$ cat config.mk
export PLATFORM = sky130hd
export DESIGN_NAME = cdb_arbiter
export DESIGN_NICKNAME = d
export VERILOG_FILES = /design/src/rtl/cdb_arbiter.sv
export SDC_FILE = /design/constraint.sdc
export NUM_CORES = 1
export LEC_CHECK = 0
export BUFFER_PORTS_ARGS = -buffer_cell sky130_fd_sc_hd__buf_2
export CAP_MARGIN = 20
export CORE_UTILIZATION = 52
export CTS_CLUSTER_SIZE = 8
export DETAILED_ROUTE_END_ITERATION = 10
export PLACE_DENSITY = 0.76
export SETUP_SLACK_MARGIN = 0.1
export SLEW_MARGIN = 20
export SYNTH_ARGS = -nofsm -noshare
export SYNTH_HDL_FRONTEND = slang
export SYNTH_SLANG_ARGS = --single-unit
$ cat constraint.sdc
create_clock -name clk -period 11.1 [get_ports clk]
set_clock_uncertainty 0.05 [all_clocks]
set_input_delay 0.555 -clock clk [delete_from_list [all_inputs] [get_ports clk]]
set_output_delay 0.555 -clock clk [all_outputs]
set_load 0.05 [all_outputs]
$ cat src/rtl/cdb_arbiter.sv
`timescale 1ns/1ps
`default_nettype none
// ============================================================================
// Module      : cdb_arbiter
// Description : Common-data-bus arbiter. Buffers completed results in a
//               2-entry queue per functional unit and broadcasts one per cycle
//               on a registered CDB. Define CDB_FIXED_PRIO_EN for fixed
//               lowest-index-first priority instead of round-robin.
// Revision    : 1.0 - initial release
// ============================================================================
module cdb_arbiter #(
    parameter int NUM_FU = 4,
    parameter int TAG_W  = 8,
    parameter int DATA_W = 32
) (
    input  logic                     clk,
    input  logic                     rst,
    input  logic [NUM_FU-1:0]        fu_valid,
    input  logic [NUM_FU*TAG_W-1:0]  fu_rs_num,
    input  logic [NUM_FU*DATA_W-1:0] fu_data,
    output logic [NUM_FU-1:0]        fu_ready,
    output logic                     cdb_valid,
    output logic [TAG_W-1:0]         cdb_rs_num,
    output logic [DATA_W-1:0]        cdb_data,
    output logic [NUM_FU-1:0]        cdb_grant
);

    localparam int c_PTR_W = $clog2(NUM_FU);

    logic [TAG_W-1:0]   r_tag   [NUM_FU][2];
    logic [DATA_W-1:0]  r_data  [NUM_FU][2];
    logic [1:0]         r_count [NUM_FU];
    logic [NUM_FU-1:0]  r_head;
    logic [NUM_FU-1:0]  r_tail;

    logic               r_cdb_valid;
    logic [TAG_W-1:0]   r_cdb_rs_num;
    logic [DATA_W-1:0]  r_cdb_data;
    logic [NUM_FU-1:0]  r_cdb_grant;

    logic [NUM_FU-1:0]  w_push;
    logic [NUM_FU-1:0]  w_pop;
    logic [NUM_FU-1:0]  w_cand;
    logic               w_found;
    logic [c_PTR_W-1:0] w_win;

    // Ready looks only at the registered count, never at this cycle's pop.
    generate
        for (genvar gi = 0; gi < NUM_FU; gi++) begin : g_fu
            assign fu_ready[gi] = (r_count[gi] != 2'd2);
            assign w_cand[gi]   = (r_count[gi] != 2'd0);
            assign w_push[gi]   = fu_valid[gi] & fu_ready[gi] &
                                  (fu_rs_num[gi*TAG_W +: TAG_W] != '0);
            assign w_pop[gi]    = w_found & (w_win == c_PTR_W'(gi));
        end
    endgenerate

`ifdef CDB_FIXED_PRIO_EN
    always_comb begin
        w_found = 1'b0;
        w_win   = '0;
        for (int k = NUM_FU - 1; k >= 0; k--) begin
            if (w_cand[k]) begin
                w_found = 1'b1;
                w_win   = c_PTR_W'(k);
            end
        end
    end
`else
    logic [c_PTR_W-1:0] r_rr_ptr;
    logic [c_PTR_W:0]   w_idx;

    // Search starts at the round-robin pointer and wraps modulo NUM_FU.
    always_comb begin
        w_found = 1'b0;
        w_win   = '0;
        w_idx   = '0;
        for (int k = 0; k < NUM_FU; k++) begin
            w_idx = {1'b0, r_rr_ptr} + (c_PTR_W+1)'(k);
            if (w_idx >= (c_PTR_W+1)'(NUM_FU)) begin
                w_idx = w_idx - (c_PTR_W+1)'(NUM_FU);
            end
            if (!w_found && w_cand[w_idx[c_PTR_W-1:0]]) begin
                w_found = 1'b1;
                w_win   = w_idx[c_PTR_W-1:0];
            end
        end
    end

    always_ff @(posedge clk or posedge rst) begin
        if (rst) begin
            r_rr_ptr <= '0;
        end else if (w_found) begin
            r_rr_ptr <= (w_win == c_PTR_W'(NUM_FU - 1)) ? '0 : w_win + 1'b1;
        end
    end
`endif

    always_ff @(posedge clk or posedge rst) begin
        if (rst) begin
            for (int i = 0; i < NUM_FU; i++) begin
                r_tag[i][0]  <= '0;
                r_tag[i][1]  <= '0;
                r_data[i][0] <= '0;
                r_data[i][1] <= '0;
                r_count[i]   <= 2'd0;
            end
            r_head       <= '0;
            r_tail       <= '0;
            r_cdb_valid  <= 1'b0;
            r_cdb_rs_num <= '0;
            r_cdb_data   <= '0;
            r_cdb_grant  <= '0;
        end else begin
            for (int i = 0; i < NUM_FU; i++) begin
                if (w_push[i]) begin
                    r_tag[i][r_tail[i]]  <= fu_rs_num[i*TAG_W +: TAG_W];
                    r_data[i][r_tail[i]] <= fu_data[i*DATA_W +: DATA_W];
                    r_tail[i]            <= ~r_tail[i];
                end
                if (w_pop[i]) begin
                    r_head[i] <= ~r_head[i];
                end
                case ({w_push[i], w_pop[i]})
                    2'b10:   r_count[i] <= r_count[i] + 2'd1;
                    2'b01:   r_count[i] <= r_count[i] - 2'd1;
                    default: r_count[i] <= r_count[i];
                endcase
            end
            r_cdb_valid  <= w_found;
            r_cdb_rs_num <= w_found ? r_tag[w_win][r_head[w_win]]  : '0;
            r_cdb_data   <= w_found ? r_data[w_win][r_head[w_win]] : '0;
            r_cdb_grant  <= w_pop;
        end
    end

    assign cdb_valid  = r_cdb_valid;
    assign cdb_rs_num = r_cdb_rs_num;
    assign cdb_data   = r_cdb_data;
    assign cdb_grant  = r_cdb_grant;

endmodule
`default_nettype wire
==> results by group <==
Finish
  – Register Area: 9580 um2
  – Layout cells sized above 1: 40.0%
  – Fillers: 2,470
  – Area growth from synthesis to layout: 16.5%
  – Multi-input combinational cell area: 6690 um2
  – Nets: 1,733

Status
  – Status: finished, final reports clean

Detailed routing
  – WL final: 42.9 mm
  – DRC violations left: 0
  – Detailed router's first-iteration violation count: 781
  – Antenna Nets Post-Route: 0
  – DR WL/cell: 21.8 um
  – Via density: 6.01
  – Routed vias: 11.8k
  – Drt pass-1 iters: 5

Timing
  – Relative slew slack: 31.1%
  – Hold_ws: 0.0357 ns
  – Fin. max-slew vios: 0
  – RSZ-0062 raised after global routing: false
  – Final worst path period need: 4.89 ns
  – Actual slew at the worst max-slew pin: 1.03 ns
  – Highest Clock Rate: 205 MHz
  – Final setup violation count: 0
  – Hold Vio Cnt, Final: 0
  – Crit share post-route: 44.0%
  – Setup tns final: 0 ns
  – Final WS setup: 6.21 ns

Yosys
  – Yosys cell types: 35
  – Ys Warns: 0
  – Ys flop type: dfrtp_1
  – Post-synth top cells: 383 x dfrtp_1, 320 x mux2_2, 207 x nand2_1, 201 x a21oi_1
  – Async S/R FF share, synth: 100%
  – Area contributors post-synth: dfrtp_1 57%, mux2_2 22%, a21oi_1 6.0%
  – Number of flops mapped to enable cells by yosys: 0
  – FF+latch count, synth: 383
  – Synthesized cell area: 16,700 um2
  – Post-synth top area cell: dfrtp_1
  – Synth top area share: 57.4%
  – Cells after Synth: 1,373
  – Synth Net Count: 1,544
  – Avg Inst Size Synth: 12.2 um2
  – Cell with the most instances after synthesis: dfrtp_1
  – Seq/Total Area, Yosys: 57.4%

Place
  – Port buffer count: 214
  – Setup WS pre-CTS: 6.32 ns
  – Dpl hpwl: 26.4 mm
  – GPL Wtd Cong: 0.792

Clock tree
  – CTS buffer count: 53
  – Postcts setup bufs: 0
  – CTS Buffer Depth: 3
  – CTS tree: built
  – Clock Sink Count: 383
  – H-tree Lvls: 2
  – Root Buffer Master: clkbuf_16
  – CTS Hold Bufs: 0
  – Worst-path clk slew: 0.05 ns
  – Gates resized, CTS repair: 0
  – Clk_lat worst skew: 0.55 ns

Global route
  – Largest net degree at the start of global routing: 204
  – Initial antenna violation count: 12
  – Tot GR Track Use: 26.6%
  – Overflow after GRT: 0
  – Vias in the first global route: 12.3k
  – First-pass GRT wire length: 68.0 mm

Floorplan
  – Die width: 181 um
  – IO Pins: 215
  – Total core area: 31,600 um2
  – Vert. Die Dim: 181 um
  – Placement row count: 65
  – Starting density of the core: 52.9%
  – Die ar.: 32,800 um2

Setup path
  – Worst Setup Start Kind: flip-flop
  – Crit. End Element: flip-flop
  – R2r setup slk: 6.21 ns
  – Worst EP arrival: 5.30 ns
  – R2r worst-path depth: 10
  – CP Class: reg -> reg
  – Crit-path max FO: 89
  – Req. time, crit path: 11.51 ns

Min path
  – Hold WC Path Type: in -> async

Job
  – Max_cap viols: 0
==> state kept, by name, indices dropped and copies added, names as in the netlist, 2 cells and up <==
name / cells
r_tag: 64
cdb_rs_num: 8
r_rr_ptr: 2
cdb_data: 32
r_count: 8
r_tail: 4
r_head: 4
r_data: 256
cdb_grant: 4
==> through the flow <==
stage                     instance area, um2  utilization (%)  cells
final                                  19500             61.7   1969
after global routing                   19500             61.7   1967
after CTS                              19400             61.5   1964
after detailed placement               18000             57.1   1907
after global placement                 18000             57.1   1906
after floorplan                        16700                -   1373
==> kinds of logic (layout without fill, tap and decap cells) <==
family / Yosys count / count (layout) / share of synthesized area, %
xor gates and xnor gates: 20 / 20 / 1.05
DFF: 383 / 383 / 57.4
AOI/OAI and AO/OA: 292 / 292 / 10.8
muxes: 320 / 320 / 21.6
adders and majority gates: 5 / 5 / 0.375
other: 0 / 3 / 0
buffers and inverters: 104 / 295 / 2.79
and+or+nand+nor: 249 / 249 / 5.99
==> layer usage <==
layer	vias up	share of wire [%]	routed length [um]	GRT usage, %
li1	5272	-	-	-
met2	414	48	20800	43.6
met5	-	0.21	92	0
met1	6014	41	17700	34.2
met3	113	6.5	2780	6.21
met4	16	3.5	1500	10.2
==> final timing paths <==
| kind | from | end |
|---|---|---|
| setup / recovery | r_count[2] | cdb_data[23] |
| hold / removal | rst | r_data[93] |
| setup reg to reg | r_count[2] | cdb_data[23] |
| hold reg to reg | r_head[1] | r_head[1] |
| max in group asynchronous | rst | r_data[101] |
| min in group clk | fu_data[32] | r_data[128] |
==> critical path: stages, from the launching register on <==
cell and delay (ns):
dfrtp_1 0.44, or2_1 0.25, a311oi_1 0.27, or2_4 0.71, buf_4 0.86, inv_4 0.53, a21oi_2 0.33, a22oi_4 0.32
buf_4 0.43, a221o_1 0.33, a21oi_1 0.16
==> area by class of cell <==
class	count	area share, %
Antenna cell	3	0.0386
Clock buffer	54	6.83
Clock inverter	3	0.212
Inverter	5	0.135
Multi-Input combinational cell	886	34.4
Sequential cell	383	49.2
Tap cell	402	2.58
Timing Repair Buffer	233	6.57
==> cell usage in the layout, fill, tap and decap left out, types with 2 or more instances in the layout <==
master       n
buf_4       15
buf_2      214
a221o_1     40
nand4_1      4
nor2_1      10
a21oi_2      2
clkbuf_16   53
clkinv_8     2
ha_1         5
nor2_4       4
nand2b_1     4
a21oi_1    201
o21ai_0      2
nand2_1    207
mux2_2     320
nor4_1       8
diode_2      3
dfrtp_1    383
buf_16       2
buf_12       2
xor2_1       8
nor3_1       2
inv_1        2
xnor2_1     12
a22oi_1     40
nand3_1      4
Power is left out: the tool's default activity adds up to more than one toggle a clock period on the data nets, which glitch-free logic cannot reach.
